### config.mk
export PLATFORM = sky130hd
export DESIGN_NAME = poly_coeff_mac_flat
export DESIGN_NICKNAME = d
export VERILOG_FILES = /design/src/rtl/poly_coeff_mac_if.sv /design/src/rtl/poly_coeff_mac.sv /design/src/flat_wrapper.sv
export SDC_FILE = /design/constraint.sdc
export NUM_CORES = 1
export LEC_CHECK = 0
export CAP_MARGIN = 5
export CORE_MARGIN = 1.5
export CORE_UTILIZATION = 45
export DETAILED_ROUTE_END_ITERATION = 8
export GPL_ROUTABILITY_DRIVEN = 0
export HOLD_SLACK_MARGIN = 0.1
export MAX_ROUTING_LAYER = met4
export SYNTH_ARGS = -nofsm -noshare
export SYNTH_HDL_FRONTEND = slang
export SYNTH_SLANG_ARGS = --single-unit
export TNS_END_PERCENT = 50
### constraint.sdc
create_clock -name clk -period 6.99 [get_ports clk]
set_input_delay 1.398 -clock clk [delete_from_list [all_inputs] [get_ports clk]]
set_output_delay 1.398 -clock clk [all_outputs]
set_load 0.01 [all_outputs]
### src/rtl/poly_coeff_mac_if.sv
// Stream/control bundle for poly_coeff_mac: row/coeff input side, result drain side,
// and status. The master modport is the producer/consumer environment; slave is the MAC.
interface poly_coeff_mac_if #(
  parameter int unsigned N   = 4,
  parameter int unsigned Q_W = 8
);
  localparam int unsigned IdxW = (N > 1) ? $clog2(N) : 1;

  logic            start;
  logic            busy;
  logic            row_start;
  logic [Q_W-1:0]  b_in;
  logic            coeff_valid;
  logic [1:0]      coeff_in;
  logic            res_valid;
  logic            res_ready;
  logic [Q_W-1:0]  res_data;
  logic [IdxW-1:0] res_idx;
  logic            done;
  logic            err;

  modport master (
    output start, row_start, b_in, coeff_valid, coeff_in, res_ready,
    input  busy, res_valid, res_data, res_idx, done, err
  );

  modport slave (
    input  start, row_start, b_in, coeff_valid, coeff_in, res_ready,
    output busy, res_valid, res_data, res_idx, done, err
  );
endinterface

### src/rtl/poly_coeff_mac.sv
// Negacyclic polynomial MAC: accumulates coeff(a) * b_j mod Q into N accumulators over
// N rows of N small signed coefficients, then drains c[0..N-1] over valid/ready.
module poly_coeff_mac #(
  parameter int unsigned N   = 4,
  parameter int unsigned Q_W = 8,
  parameter int unsigned Q   = 251
) (
  input logic             clk,
  input logic             rst_n,
  poly_coeff_mac_if.slave bus
);

  localparam int unsigned     IdxW    = (N > 1) ? $clog2(N) : 1;
  localparam logic [Q_W:0]    QExt    = (Q_W + 1)'(Q);
  localparam logic [Q_W-1:0]  QLo     = Q_W'(Q);
  localparam logic [IdxW-1:0] LastIdx = IdxW'(N - 1);

  typedef enum logic [1:0] {StIdle, StAcc, StDrain} state_e;

  state_e          state_q, state_d;
  logic [Q_W-1:0]  acc_q [N];
  logic [Q_W-1:0]  acc_d [N];
  logic [IdxW-1:0] col_q, col_d;
  logic [IdxW-1:0] row_q, row_d;
  logic [IdxW-1:0] out_idx_q, out_idx_d;
  logic [Q_W-1:0]  b_q, b_d;
  logic [Q_W-1:0]  b2_q, b2_d;
  logic            done_q, done_d;
  logic            err_q, err_d;

  logic [Q_W:0]    b_in_x2;
  logic [Q_W-1:0]  b_in_dbl;
  logic            latch_b;
  logic [Q_W-1:0]  b_eff, b2_eff, acc_cur, sub_op, acc_new;
  logic [Q_W:0]    sum;
  logic            sum_ge_q, sub_neg;

  // Datapath: 2*b_in mod Q, operand selection and single-correction modular add/sub.
  // The final results fit in Q_W bits, so the corrections are done with wrapping Q_W-bit math.
  always_comb begin
    b_in_x2  = {bus.b_in, 1'b0};
    b_in_dbl = {bus.b_in[Q_W-2:0], 1'b0} - ((b_in_x2 >= QExt) ? QLo : '0);

    // A coeff in the same cycle as a legal row_start uses the freshly presented b_in.
    latch_b = (state_q == StAcc) && bus.row_start && (col_q == '0);
    b_eff   = latch_b ? bus.b_in : b_q;
    b2_eff  = latch_b ? b_in_dbl : b2_q;

    acc_cur  = acc_q[col_q];
    sum      = {1'b0, acc_cur} + {1'b0, b_eff};
    sum_ge_q = (sum >= QExt);
    sub_op   = (bus.coeff_in == 2'b10) ? b2_eff : b_eff;
    sub_neg  = (acc_cur < sub_op);

    unique case (bus.coeff_in)
      2'b01:          acc_new = acc_cur + b_eff - (sum_ge_q ? QLo : '0);
      2'b11, 2'b10:   acc_new = acc_cur - sub_op + (sub_neg ? QLo : '0);
      default:        acc_new = acc_cur;
    endcase
  end

  // Next-state logic for the IDLE -> ACC -> DRAIN controller and all datapath registers.
  always_comb begin
    state_d   = state_q;
    acc_d     = acc_q;
    col_d     = col_q;
    row_d     = row_q;
    out_idx_d = out_idx_q;
    b_d       = b_q;
    b2_d      = b2_q;
    done_d    = 1'b0;
    err_d     = err_q;

    unique case (state_q)
      StIdle: begin
        if (bus.start) begin
          for (int unsigned i = 0; i < N; i++) acc_d[i] = '0;
          col_d   = '0;
          row_d   = '0;
          err_d   = 1'b0;
          state_d = StAcc;
        end
      end
      StAcc: begin
        if (bus.row_start) begin
          if (col_q == '0) begin
            b_d  = bus.b_in;
            b2_d = b_in_dbl;
          end else begin
            // Row coefficient may only change on a row boundary.
            err_d = 1'b1;
          end
        end
        if (bus.coeff_valid) begin
          acc_d[col_q] = acc_new;
          if (col_q == LastIdx) begin
            col_d = '0;
            if (row_q == LastIdx) begin
              row_d     = '0;
              out_idx_d = '0;
              state_d   = StDrain;
            end else begin
              row_d = row_q + IdxW'(1);
            end
          end else begin
            col_d = col_q + IdxW'(1);
          end
        end
      end
      StDrain: begin
        if (bus.res_ready) begin
          if (out_idx_q == LastIdx) begin
            done_d  = 1'b1;
            state_d = StIdle;
          end else begin
            out_idx_d = out_idx_q + IdxW'(1);
          end
        end
      end
      default: state_d = StIdle;
    endcase
  end

  // State and datapath registers with synchronous active-low reset.
  always_ff @(posedge clk) begin
    if (!rst_n) begin
      state_q   <= StIdle;
      for (int unsigned i = 0; i < N; i++) acc_q[i] <= '0;
      col_q     <= '0;
      row_q     <= '0;
      out_idx_q <= '0;
      b_q       <= '0;
      b2_q      <= '0;
      done_q    <= 1'b0;
      err_q     <= 1'b0;
    end else begin
      state_q   <= state_d;
      acc_q     <= acc_d;
      col_q     <= col_d;
      row_q     <= row_d;
      out_idx_q <= out_idx_d;
      b_q       <= b_d;
      b2_q      <= b2_d;
      done_q    <= done_d;
      err_q     <= err_d;
    end
  end

  // Outputs: results come straight from the accumulator addressed by out_idx.
  always_comb begin
    bus.busy      = (state_q != StIdle);
    bus.res_valid = (state_q == StDrain);
    bus.res_data  = acc_q[out_idx_q];
    bus.res_idx   = out_idx_q;
    bus.done      = done_q;
    bus.err       = err_q;
  end

endmodule
### src/flat_wrapper.sv
// flat-port wrapper written by rule: the top's interface ports become plain ports
module poly_coeff_mac_flat 
#(
  parameter int unsigned N   = 4,
  parameter int unsigned Q_W = 8,
  parameter int unsigned Q   = 251
)
  (clk, rst_n, bus_start, bus_row_start, bus_b_in, bus_coeff_valid, bus_coeff_in, bus_res_ready, bus_busy, bus_res_valid, bus_res_data, bus_res_idx, bus_done, bus_err);
  poly_coeff_mac_if #(.N(N), .Q_W(Q_W)) bus_i ();
  input logic clk;
  input logic rst_n;
  input wire logic [$bits(bus_i.start)-1:0] bus_start;
  input wire logic [$bits(bus_i.row_start)-1:0] bus_row_start;
  input wire logic [$bits(bus_i.b_in)-1:0] bus_b_in;
  input wire logic [$bits(bus_i.coeff_valid)-1:0] bus_coeff_valid;
  input wire logic [$bits(bus_i.coeff_in)-1:0] bus_coeff_in;
  input wire logic [$bits(bus_i.res_ready)-1:0] bus_res_ready;
  output wire logic [$bits(bus_i.busy)-1:0] bus_busy;
  output wire logic [$bits(bus_i.res_valid)-1:0] bus_res_valid;
  output wire logic [$bits(bus_i.res_data)-1:0] bus_res_data;
  output wire logic [$bits(bus_i.res_idx)-1:0] bus_res_idx;
  output wire logic [$bits(bus_i.done)-1:0] bus_done;
  output wire logic [$bits(bus_i.err)-1:0] bus_err;
  assign bus_i.start = bus_start;
  assign bus_i.row_start = bus_row_start;
  assign bus_i.b_in = bus_b_in;
  assign bus_i.coeff_valid = bus_coeff_valid;
  assign bus_i.coeff_in = bus_coeff_in;
  assign bus_i.res_ready = bus_res_ready;
  assign bus_busy = bus_i.busy;
  assign bus_res_valid = bus_i.res_valid;
  assign bus_res_data = bus_i.res_data;
  assign bus_res_idx = bus_i.res_idx;
  assign bus_done = bus_i.done;
  assign bus_err = bus_i.err;
  poly_coeff_mac #(.N(N), .Q_W(Q_W), .Q(Q)) u_core (.clk(clk), .rst_n(rst_n), .bus(bus_i));
endmodule
## Word-level counts from Yosys, hierarchy flattened

Index checks and enable logic that the tools add are counted.

- Output and inout port bits: 14
- Logic and storage cells: 107
- Bits in registers: 58

- Add/subtract/negate cells: 9
- Muxes and demuxes: 45
- Bitwise gates (word level): 2
- Equal/unequal tests: 17
- Reduce and logical (&&, ||, !) cells: 16
- $lt $le $gt $ge: 6

Operators by type and width:

| kind | count |
|---|---|
| two-way mux 8 bit | 11 |
| two-way mux 32 bit | 2 |
| case mux 32 bit (2 select lines) | 1 |
| two-way mux 2 bit | 17 |
| binary-select mux 8 bit (select 2 bit) | 2 |
| bitwise mux 32 bit | 1 |
| subtractor 8 bit | 3 |
| >= comparator 9 x 8 -> 1 bit (second input constant) | 2 |
| adder 8 bit | 2 |
| demux 8 bit (select 2 bit) | 1 |
| inequality test 2 bit (second input constant) | 8 |
| case mux 8 bit (2 select lines) | 1 |
| == test 2 bit (second input constant) | 6 |
| case mux 2 bit (2 select lines) | 3 |
| AND reduction 6 bit | 2 |
| adder 8 x 8 -> 9 bit | 1 |
| AND reduction 3 bit | 3 |
| less-than comparator 8 bit | 1 |
| AND reduction 4 bit | 2 |
| adder 2 x 1 -> 2 bit (second input constant) | 3 |
| >= comparator 3 bit (second input constant) | 2 |
| NOT 2 -> 3 bit | 2 |
| case mux 2 bit (3 select lines) | 1 |
| nonzero test 2 bit | 3 |
| other kinds (8) | 15 |

## Logic depth before layout (Yosys ltp)

Gate-level depths: netlist of run 1.

- Depth in word-level cells: 12
- Mapped depth: 29
- Gate-level depth less buffers: 27

## Worst setup path after synthesis of run 1

Ideal clock, no wire load.

- Kind: input-to-reg
- From: in bus_row_start
- To: reg u_core.acc_q[15] (netlist name)
- Required time: 6.853 ns
- Library setup time: 0.137 ns
- Setup slack: 0.553 ns
- Data arrival time: 6.301 ns
- Stages on the path: 24
- Cell sequence: nand3_4 buf_1 a21oi_1 inv_1 ha_1 inv_1 fa_1 nand2b_1 a21oi_1 nor2_1 or4_1 a211oi_1 or2_2 fa_1 inv_1 ha_1 a21oi_1 o21ai_0 a2111oi_0 nor3_1 xnor2_1 or3_1 a311oi_1 o31ai_1

- Cells in the longest elaborated chain, start to end: 11
- Elaborated cells on any way between the ends: 18
- Classes of those cells: add/sub: 5; order compare: 2; mux: 9; reduce/logical: 2

Ends and longest elaborated chain:

| what | RTL line | source |
|---|---|---|
| from (decl) | flat_wrapper.sv:13 | `input wire logic [$bits(bus_i.row_start)-1:0] bus_row_start;` |
| logical AND 1 bit * (2 in series) | poly_coeff_mac.sv:45 | `latch_b = (state_q == StAcc) && bus.row_start && (col_q == '0);` |
| two-way mux 8 bit (on tied branches) | poly_coeff_mac.sv:46, poly_coeff_mac.sv:47 |  |
| adder 8 x 8 -> 9 bit or two-way mux 8 bit (tied branches) | poly_coeff_mac.sv:50, poly_coeff_mac.sv:52 |  |
| >= comparator 9 x 8 -> 1 bit or less-than comparator 8 bit (tied branches) | poly_coeff_mac.sv:51, poly_coeff_mac.sv:53 |  |
| two-way mux 8 bit (on tied branches) | poly_coeff_mac.sv:56, poly_coeff_mac.sv:57 |  |
| subtractor 8 bit or adder 8 bit (tied branches) | poly_coeff_mac.sv:56, poly_coeff_mac.sv:57 |  |
| case mux 8 bit (2 select lines) * | poly_coeff_mac.sv:55 | `unique case (bus.coeff_in)` |
| bitwise mux 32 bit * | poly_coeff_mac.sv:95 | `acc_d[col_q] = acc_new;` |
| two-way mux 32 bit * | poly_coeff_mac.sv:94 | `if (bus.coeff_valid) begin` |
| case mux 32 bit (2 select lines) * | poly_coeff_mac.sv:74 | `unique case (state_q)` |
| to (signal assigned) | poly_coeff_mac.sv:138 | `acc_q <= acc_d;` |
| to (decl) | poly_coeff_mac.sv:21 | `logic [Q_W-1:0] acc_q [N];` |

Mark *: on every way between the ends. The rest lies on a longest branch, timed or not. The select of a mux whose other input is x is not followed.
A chain may end at the register's enable or synchronous reset.

## Final worst setup path of run 1

- From: in bus_b_in[4]
- To: reg u_core.acc_q[21] (netlist name)

- Cells in the longest elaborated chain, start to end: 12
- Elaborated cells on any way between the ends: 19
- Classes of those cells: add/sub: 6; order compare: 3; mux: 10

Ends and longest elaborated chain:

| what | RTL line | source |
|---|---|---|
| from (decl) | flat_wrapper.sv:14 | `input wire logic [$bits(bus_i.b_in)-1:0] bus_b_in;` |
| >= comparator 9 x 8 -> 1 bit | poly_coeff_mac.sv:42 | `b_in_dbl = {bus.b_in[Q_W-2:0], 1'b0} - ((b_in_x2 >= QExt) ? QLo : '0);` |
| two-way mux 8 bit | poly_coeff_mac.sv:42 |  |
| subtractor 8 bit | poly_coeff_mac.sv:42 |  |
| two-way mux 8 bit | poly_coeff_mac.sv:47 | `b2_eff = latch_b ? b_in_dbl : b2_q;` |
| two-way mux 8 bit | poly_coeff_mac.sv:52 | `sub_op = (bus.coeff_in == 2'b10) ? b2_eff : b_eff;` |
| less-than comparator 8 bit | poly_coeff_mac.sv:53 | `sub_neg = (acc_cur < sub_op);` |
| two-way mux 8 bit | poly_coeff_mac.sv:57 | `2'b11, 2'b10: acc_new = acc_cur - sub_op + (sub_neg ? QLo : '0);` |
| adder 8 bit | poly_coeff_mac.sv:57 |  |
| case mux 8 bit (2 select lines) * | poly_coeff_mac.sv:55 |  |
| bitwise mux 32 bit * | poly_coeff_mac.sv:95 |  |
| two-way mux 32 bit * | poly_coeff_mac.sv:94 |  |
| case mux 32 bit (2 select lines) * | poly_coeff_mac.sv:74 |  |

Marked as above.

==> run metrics, run 1 <==
Worst R2R Path Depth 28; gr ovfl total 0; clock tree buffer depth 2; Setup WS post-layout between 0.2 and 0.3 ns; I/O Buffers 29; synthesized area 4679 um^2; # hold bufs at CTS 0; main flop type after synthesis dfxtp_1; library cells used by synthesis 60; Async S/R FF share, synth 0%; 1st-pass router iterations 4; post-synthesis sequential area ratio 24.81%; commonest cells after routing, fill and taps aside dfxtp_1, inv_1, ha_1, nor2b_1, nand2_1; cell taking the most area after synthesis dfxtp_1; DRT Wirelength 11610 um; # IOs 30; root buf cell clkbuf_8; ranking of synthesized cells by area dfxtp_1, ha_1, mux4_2, fa_1, nor2b_1; CTS clk-pin slew, worst paths 0.07 ns; Mapped Avg Cell Area 8.999 um^2; most common cell after layout, fill and taps aside dfxtp_1; Crit Path Max Fanout 5; Hold Path Depth 2; EDFF count, synth 0; pwr dens 250.1 nW/um^2; Initial Util 45.95%; antenna violations before repair 0; critical path class input port to flip-flop; max_slew headroom around 45%; Clock Latency Late Sink 0.34 ns; Setup violations, final 0; die outline height 105.0 um; Hold Startpoint u_core.acc_q[23]$_SDFFE_PN0P_; initial drt markers 211; Mapped Nets 593; Hold WC Path Type flip-flop to flip-flop; R2R Path Start u_core.col_q[1]$_SDFFE_PN0P_; RSZ-0062 raised after global routing true; nets@finish 646; RR Endpoint u_core.acc_q[15]$_SDFFE_PN0P_; area delta synth->final 17.03%; CP endpoint kind flip-flop; fraction of layout cells with a size suffix above 1 between 10% and 20%; synthesis warning total 0; P_leak 2.359 nW; status finished, final reports clean; max-cap viol count 0; global-route wire length before repair 19440 um; Reg2Reg Setup Slack between 1 and 1.5 ns; area occupied by multi-input gates 3231 um^2; VDD IR max 0.1321 mV; Yosys top cell area share 24.81%; vias per cell 5.546; largest net degree at the start of global routing 54; gr usage total between 20 and 25%; site row count 37; Syn Inst Count 520; fin crit period 6.699 ns; number of buffers created by CTS 9; Core Box Area 10180 um^2; final hold violation count 0; Worst EP arrival approximately 7 ns; DRC viols 0; die width 105.0 um; fin crit share 95.84%; Tightest Pin Transition between 0.8 and 0.9 ns; Slew Limit Fails 0; DP Worst Slack -0.1028 ns; per-cell routed wire length 16.29 um; DP HPWL 8673 um; worst hold endpoint u_core.acc_q[23]$_SDFFE_PN0P_; CTS sink cnt 58; Setup TNS 0 ns; sequential standard cell area approximately 1200 um^2; FILL cells a little under 1000; DRT antenna net count 0; vias in the first global route 3973; Worst setup SP type input port; antenna cells 0; H-Tree Level Count 3; flops & latches, synth 58; DR vias a little under 4000; DIE AREA about 11000 um^2; fmax 149.3 MHz; Req. time, crit path 7.22 ns; CTS tree built; Setup Skew 0.01042 ns
## stage by stage
step	area, um^2	hold WS, ns	std cells	power (W)	util, %
after global placement	5266	0.4581	697	0.001054	51.71
final	5477	0.4817	713	0.001369	53.77
after detailed placement	5266	0.4705	697	0.001066	51.71
after global routing	5477	0.5178	713	0.001473	53.77
after CTS	5436	0.4854	712	0.001348	53.38
after floorplan	4679	0.4419	520	0.0008813	-
## layout make-up
cell class              count  area share [%]
flip-flops and latches     58           21.20
inverters                  47           3.221
clock buffers              12           2.833
well taps                 136           3.107
multi-input cells         391           58.99
clock inverters             3          0.2742
repair buffers             66           10.37
## logic make-up after synthesis
family	count (synthesis)	share of synthesized area, %
AOI/OAI and AO/OA	123	17.38
xor gates and xnor gates	25	4.973
adders and majority gates	57	17.33
buffers and inverters	71	6.845
DFF	58	24.81
muxes	32	10.94
and+or+nand+nor	154	17.73
## cell usage after synthesis (14+ instances only)
master	n
a21oi_1	27
a22oi_1	23
dfxtp_1	58
ha_1	44
inv_1	47
mux2i_1	14
mux4_2	15
nand2_1	38
nor2_1	24
nor2b_1	39
o21ai_0	29
## worst max path at each step
stage	from	slack (ns)	endpoint	depth (start not counted)
global route	bus_b_in[4]	-0.04	u_core.acc_q[30]$_SDFFE_PN0P_	24
detailed placement	bus_b_in[4]	-0.10	u_core.acc_q[30]$_SDFFE_PN0P_	26
CTS	bus_b_in[4]	0.23	u_core.acc_q[30]$_SDFFE_PN0P_	26
floorplan	bus_row_start	0.55	u_core.acc_q[15]$_SDFFE_PN0P_	24
finish	bus_b_in[4]	0.29	u_core.acc_q[21]$_SDFFE_PN0P_	24
global placement	bus_b_in[3]	0.008	u_core.acc_q[23]$_SDFFE_PN0P_	26
## worst max-delay path, cell delays in order
cell             delay, ns
clkdlybuf4s50_1       0.48
nand4_1               0.12
nor2_1                0.10
nor2_1                0.10
ha_1                  0.32
nor2_1                0.06
o311a_1               0.30
o311a_1               0.33
or4b_1                0.56
nand3_2               0.12
ha_1                  0.25
o211a_1               0.12
a221o_2               0.41
fa_1                  0.49
inv_1                 0.07
ha_1                  0.27
a21oi_1               0.21
o211ai_1              0.15
buf_4                 0.16
or3_1                 0.30
nand3_1               0.09
o21ai_0               0.21
a22oi_1               0.24
nor2b_1               0.06
## flip-flops by register name, summed over array words and instances (netlist names)
name	count
u_core.acc_q	32
u_core.b2_q	8
u_core.b_q	8
u_core.bus.res_idx	2
u_core.col_q	2
u_core.row_q	2
u_core.state_q	2
u_core.bus.done	1
u_core.bus.err	1
## per-layer routing
layer / track usage (%) / part of all wire [%] / up-vias
met5: - / 0 / -
met4: 7.241 / 1.5 / 0
met3: 3.556 / 4.5 / 16
met2: 37.82 / 48 / 87
met1: 28.52 / 46 / 1906
li1: - / - / 1945
## timing repair
item                       in CTS  in global routing
gates resized for setup         0                  9
setup endpoints to repair       0                 15
buffers inserted                0                  1
## report_power, final
part	switching, W	internal (W)
Combinational	0.000395	0.000336
Clock	0.000134	0.000144
Sequential	0.0000157	0.000345
Note: power is estimated with default switching activity, not from simulation.
==> run 2, diff against run 1 <==
==> constraint.sdc (replaced) <==
create_clock -name clk -period 7.2 [get_ports clk]
set_input_delay 1.44 -clock clk [delete_from_list [all_inputs] [get_ports clk]]
set_output_delay 1.44 -clock clk [all_outputs]
set_load 0.01 [all_outputs]
==> run 2 against run 1 <==
  * Global-route usage down 0.33 points
  * Worst setup slack better by 0.055 ns
  * Worst hold slack improved by 0.0023 ns
  * Highest routed layer unchanged
  * Largest cell class unchanged
==> run metrics, run 2 (synthesized netlist as in run 1, its figures left out) <==
Setup Skew 0.006332 ns; P_leak 2.290 nW; Non-Filler Instances 701; CP Launch Point bus_b_in[3]; Slew Limit Fails 0; Worst setup SP type input port; gr ovfl total 0; largest net degree at the start of global routing 38; register with the most flip-flops u_core.acc_q; DRC viols 0; antenna violations before repair 0; fraction of layout cells with a size suffix above 1 13.27%; Clock Latency Late Sink 0.35 ns; sequential standard cell area 1161 um^2; R2R Path Start u_core.col_q[1]$_SDFFE_PN0P_; CTS tree built; site row count 37; DRT Wirelength 11560 um; Worst EP arrival 7.09 ns; status finished, final reports clean; Post-Place Cells 685; # IOs 30; Reg2Reg Setup Slack 0.90 ns; root buf cell clkbuf_8; fin crit share a little over nine tenths; nets@finish 633; max_slew headroom 41.78%; Tightest Pin Transition a little under 0.9 ns; Setup violations, final 0; area delta synth->final 15.24%; final hold violation count 0; die width 105.0 um; critical path class input port to flip-flop; fin crit period 6.855 ns; largest registers u_core.acc_q: 32 flops, u_core.b2_q: 8 flops, u_core.b_q: 8 flops; fmax 145.9 MHz; DP HPWL 8577 um; CTS clk-pin slew, worst paths approximately 0.07 ns; die outline height 105.0 um; commonest cells after routing, fill and taps aside dfxtp_1, inv_1, ha_1, nor2b_1, nand2_1; number of buffers created by CTS 9; hold_ws 0.4841 ns; global-route wire length before repair 18970 um; max reg flops 32; DIE AREA around 11000 um^2; initial drt markers ~150; Crit Path Max Fanout 6; Setup WS post-layout between 0.3 and 0.4 ns; pwr dens approximately 240 nW/um^2; most common cell after layout, fill and taps aside dfxtp_1; Post CTS Setup Buffer Count 0; H-Tree Level Count 3; per-cell routed wire length 16.48 um; I/O Buffers 29; area occupied by multi-input gates ~3200 um^2; gr usage total around 22%; antenna cells 0; DP Worst Slack -0.07805 ns; Hold WC Path Type flip-flop to flip-flop; vias in the first global route around 3800; FILL cells 981; Req. time, crit path 7.44 ns; Core Box Area just over 10000 um^2; max-cap viol count 0; DR vias 3838; Final Util 52.95%; CP endpoint kind flip-flop; DRT antenna net count 0; Initial Util 45.95%; Hold Startpoint u_core.acc_q[23]$_SDFFE_PN0P_; VDD IR max 0.1394 mV; Design Power 0.001316 W; clock tree buffer depth 2; 1st-pass router iterations 5; CTS sink cnt 58; vias per cell 5.475
run 2: what timing repair did:
item | 4_1_cts | 5_1_grt
hold buffers | 0 | 0
endpoints found under the hold margin | 0 | 0
gates resized for setup | 0 | 13
endpoints found under the setup margin | 0 | 9
run 2: per-stage QoR:
step	TNS, ns	area [um^2]
detailed placement	-0.4379	5176
global route	-0.001901	5393
CTS	0	5355
global placement	0	5176
floorplan	0	4679
finish	0	5393
run 2: metal layers:
layer | up-vias | routed length [um] | global-route usage (%)
met5 | - | 0 | -
met4 | 0 | 140 | 7.339
met3 | 15 | 411 | 3.805
met2 | 79 | 5640 | 36.23
met1 | 1820 | 5364 | 28.71
li1 | 1924 | - | -
run 2: critical path: stages:
cell	delay, ns
clkdlybuf4s50_1	0.53
nand4_1	0.14
nor2_1	0.13
nor2_2	0.09
ha_1	0.31
nor2_1	0.06
o311a_1	0.31
o311a_1	0.33
or4b_1	0.54
nand3_2	0.11
ha_1	0.24
o211a_1	0.11
a221o_2	0.42
inv_2	0.12
fa_1	0.43
ha_1	0.38
nand3_1	0.09
o211ai_1	0.29
nor4_2	0.08
nor3_1	0.25
xnor2_1	0.16
xnor3_1	0.27
nor2b_4	0.16
o31ai_1	0.08
run 2: final cells by class:
type / count / share of cell area, %
clock buffers: 10 / 2.552
clock inverters: 6 / 0.7657
inverters: 47 / 3.271
multi-input cells: 391 / 60.00
flip-flops and latches: 58 / 21.53
well taps: 136 / 3.155
repair buffers: 53 / 8.724
run 2: worst paths after layout:
kind                                   end  cells past startpoint
max          u_core.acc_q[31]$_SDFFE_PN0P_                     24
min          u_core.acc_q[23]$_SDFFE_PN0P_                      2
max reg2reg   u_core.acc_q[7]$_SDFFE_PN0P_                     24
min reg2reg  u_core.acc_q[23]$_SDFFE_PN0P_                      2
run 2: power by group:
part | switching [W] | leakage [nW] | total [W] | internal (W)
Combinational | 0.000378 | 1.74 | 0.000683 | 0.000306
Clock | 0.000146 | 0.0847 | 0.000280 | 0.000134
Sequential | 0.0000186 | 0.469 | 0.000353 | 0.000335
Total | 0.000542 | 2.29 | 0.00132 | 0.000775
==> run 3, diff against run 2 <==
--- a/config.mk
+++ b/config.mk
@@ -12,6 +12,8 @@
 export GPL_ROUTABILITY_DRIVEN = 0
 export HOLD_SLACK_MARGIN = 0.1
 export MAX_ROUTING_LAYER = met4
+export PLACE_DENSITY = 0.66
+export SLEW_MARGIN = 20
 export SYNTH_ARGS = -nofsm -noshare
 export SYNTH_HDL_FRONTEND = slang
 export SYNTH_SLANG_ARGS = --single-unit
==> constraint.sdc (replaced) <==
create_clock -name clk -period 6.1 [get_ports clk]
set_input_delay 1.22 -clock clk [delete_from_list [all_inputs] [get_ports clk]]
set_output_delay 1.22 -clock clk [all_outputs]
set_load 0.01 [all_outputs]
==> run 3 against run 2 <==
  * The run now ends with setup timing left
  * Clock skew rose by 0.0043 ns
  * Combinational power rose by 57%
  * Wire length rose by 10%
  * Utilization rose by 8.6 points
  * Clock power rose by 48%
  * Via count rose by 11%
  * Critical path depth did not move
  * Sequential share of layout area fell by 3.0 points
  * Final cell count rose by 11%
  * Critical endpoint is now u_core.acc_q[7]$_SDFFE_PN0P_
  * Largest cell class unchanged
  * Largest power group unchanged
==> run metrics, run 3 (synthesized netlist as in run 1, its figures left out) <==
max_slew headroom 38.92%; Hold Path Depth 2; failing checks setup timing; DRT antenna net count 0; Setup Skew approximately 0.011 ns; design area 6269 um^2; die width 105.0 um; hold_ws around 0.49 ns; Worst setup SP type input port; DP HPWL a little over 9000 um; DRT Wirelength 12760 um; 1st-pass router iterations 5; Slew Limit Fails 0; number of buffers created by CTS 9; most common cell after layout, fill and taps aside buf_4; Core Box Area 10180 um^2; RR Endpoint u_core.acc_q[7]$_SDFFE_PN0P_; register with the most flip-flops u_core.acc_q; Design Power between 0.0015 and 0.002 W; Setup TNS -0.01048 ns; Worst R2R Path Depth 24; antenna violations before repair 0; Post-DP Area 5633 um^2; clock tree buffer depth 2; area delta synth->final 33.96%; Initial Util 45.95%; global-route wire length before repair 20750 um; vias per cell about 5.5; fraction of layout cells with a size suffix above 1 31.10%; max-cap viol count 0; RSZ-0062 raised after global routing true; CP endpoint kind flip-flop; P_leak 2.714 nW; DRC viols 0; Clock Latency Late Sink 0.34 ns; die outline height 105.0 um; CTS tree built; Setup WS post-layout -0.006516 ns; CTS clk-pin slew, worst paths 0.08 ns; antenna cells 0; gr usage total 24.28%; Req. time, crit path roughly 6.3 ns; fmax 163.8 MHz; Non-Filler Instances 779; Reg2Reg Setup Slack 0.27 ns; Tightest Pin Transition between 0.9 and 1 ns; Hold Startpoint u_core.acc_q[23]$_SDFFE_PN0P_; commonest cells after routing, fill and taps aside buf_4, dfxtp_1, inv_1, nor2b_1, nand2_1; R2R Path Start u_core.col_q[0]$_SDFFE_PN0P_; CTS sink cnt 58; per-cell routed wire length approximately 16 um; VDD IR max 0.1555 mV; fin crit period just over 6 ns; max reg flops 32; Crit Path Max Fanout 4; critical path class input port to flip-flop; site row count 37; FILL cells 864; worst hold endpoint u_core.acc_q[23]$_SDFFE_PN0P_; largest registers u_core.acc_q: 32 flops, u_core.b2_q: 8 flops, u_core.b_q: 8 flops; sequential standard cell area around 1200 um^2; gr ovfl total 0; pwr dens about 300 nW/um^2; vias in the first global route 4214; final hold violation count 0; Hold WC Path Type flip-flop to flip-flop; DIE AREA 11020 um^2; # IOs 30; area occupied by multi-input gates 3480 um^2; H-Tree Level Count 3; fin crit share 100.1%; Worst EP arrival 6.34 ns; Post-Place Cells 743; root buf cell clkbuf_8; DR vias 4258; I/O Buffers 29; Setup violations, final 3; status finished, violations left; largest net degree at the start of global routing 33; nets@finish 711; initial drt markers 185
-- run 3: cell types whose count changed in the layout (fill, tap and decap cells not counted), sizes merged, moves of 2 or more --
cell and delta:
clkbuf +2, bufinv +2, dlygate4sd2 +2, buf +82
clkdlybuf4s50 -9
-- run 3: worst max path at each step --
| stage | cells after the start | slack [ns] | to | start |
|---|---|---|---|---|
| 2_1_floorplan | 23 | 0.003 | u_core.acc_q[15]$_SDFFE_PN0P_ | bus_b_in[4] |
| 3_3_place_gp | 26 | -0.69 | u_core.acc_q[31]$_SDFFE_PN0P_ | bus_row_start |
| 3_5_place_dp | 26 | -0.74 | u_core.acc_q[15]$_SDFFE_PN0P_ | bus_row_start |
| 4_1_cts | 24 | 0.002 | u_core.acc_q[7]$_SDFFE_PN0P_ | bus_b_in[5] |
| 5_1_grt | 24 | -0.20 | u_core.acc_q[7]$_SDFFE_PN0P_ | bus_b_in[2] |
| 6_report | 24 | -0.007 | u_core.acc_q[7]$_SDFFE_PN0P_ | bus_b_in[2] |
-- run 3: what timing repair did --
| action | in CTS | in global routing |
|---|---|---|
| pin swaps | 25 | 32 |
| setup buffers | 15 | 5 |
| endpoints found under the hold margin | 0 | 0 |
| resized for setup | 49 | 46 |
| hold buffers | 0 | 0 |
| endpoints found under the setup margin | 20 | 20 |
-- run 3: worst max-delay path, cell delays in order --
cell,delay (ns)
buf_6,0.07
nand4_1,0.22
nor2_4,0.19
nor2_4,0.06
ha_4,0.29
nor2_4,0.03
o311a_1,0.30
o311a_1,0.31
or4b_4,0.55
nand3_4,0.11
ha_4,0.20
o211a_1,0.11
a221o_2,0.42
fa_1,0.52
inv_2,0.05
ha_4,0.28
nand3_2,0.06
o211ai_1,0.30
nor4_1,0.10
nor3_1,0.26
xnor2_1,0.16
xnor3_1,0.28
nor2b_4,0.18
o31ai_1,0.08
-- run 3: through the flow --
stage	util (%)	worst slack (ns)
5_1_grt	61.55	-0.1998
3_5_place_dp	55.31	-0.7425
4_1_cts	59.48	0.002265
3_3_place_gp	55.31	-0.6881
2_1_floorplan	-	0.002776
6_report	61.55	-0.006516
-- run 3: power breakdown --
part	switching [W]	internal (W)	leakage, nW	total [W]
Clock	0.000181	0.000233	0.106	0.000414
Sequential	0.0000168	0.000395	0.469	0.000412
Combinational	0.000535	0.000532	2.14	0.00107
Total	0.000733	0.00116	2.71	0.00189
-- run 3: area by class of cell --
class / instances / area share (%)
inverters: 47 / 2.814
repair buffers: 131 / 16.85
well taps: 136 / 2.715
clock buffers: 9 / 1.976
clock inverters: 7 / 1.617
flip-flops and latches: 58 / 18.52
multi-input cells: 391 / 55.51
-- run 3: metal layers --
| layer | GRT usage, % | share of wire (%) | up-vias |
|---|---|---|---|
| met5 | - | 0 | - |
| met4 | 7.730 | 1.5 | 0 |
| met3 | 2.620 | 3.7 | 17 |
| met2 | 40.15 | 49 | 91 |
| met1 | 31.15 | 46 | 2075 |
| li1 | - | - | 2075 |
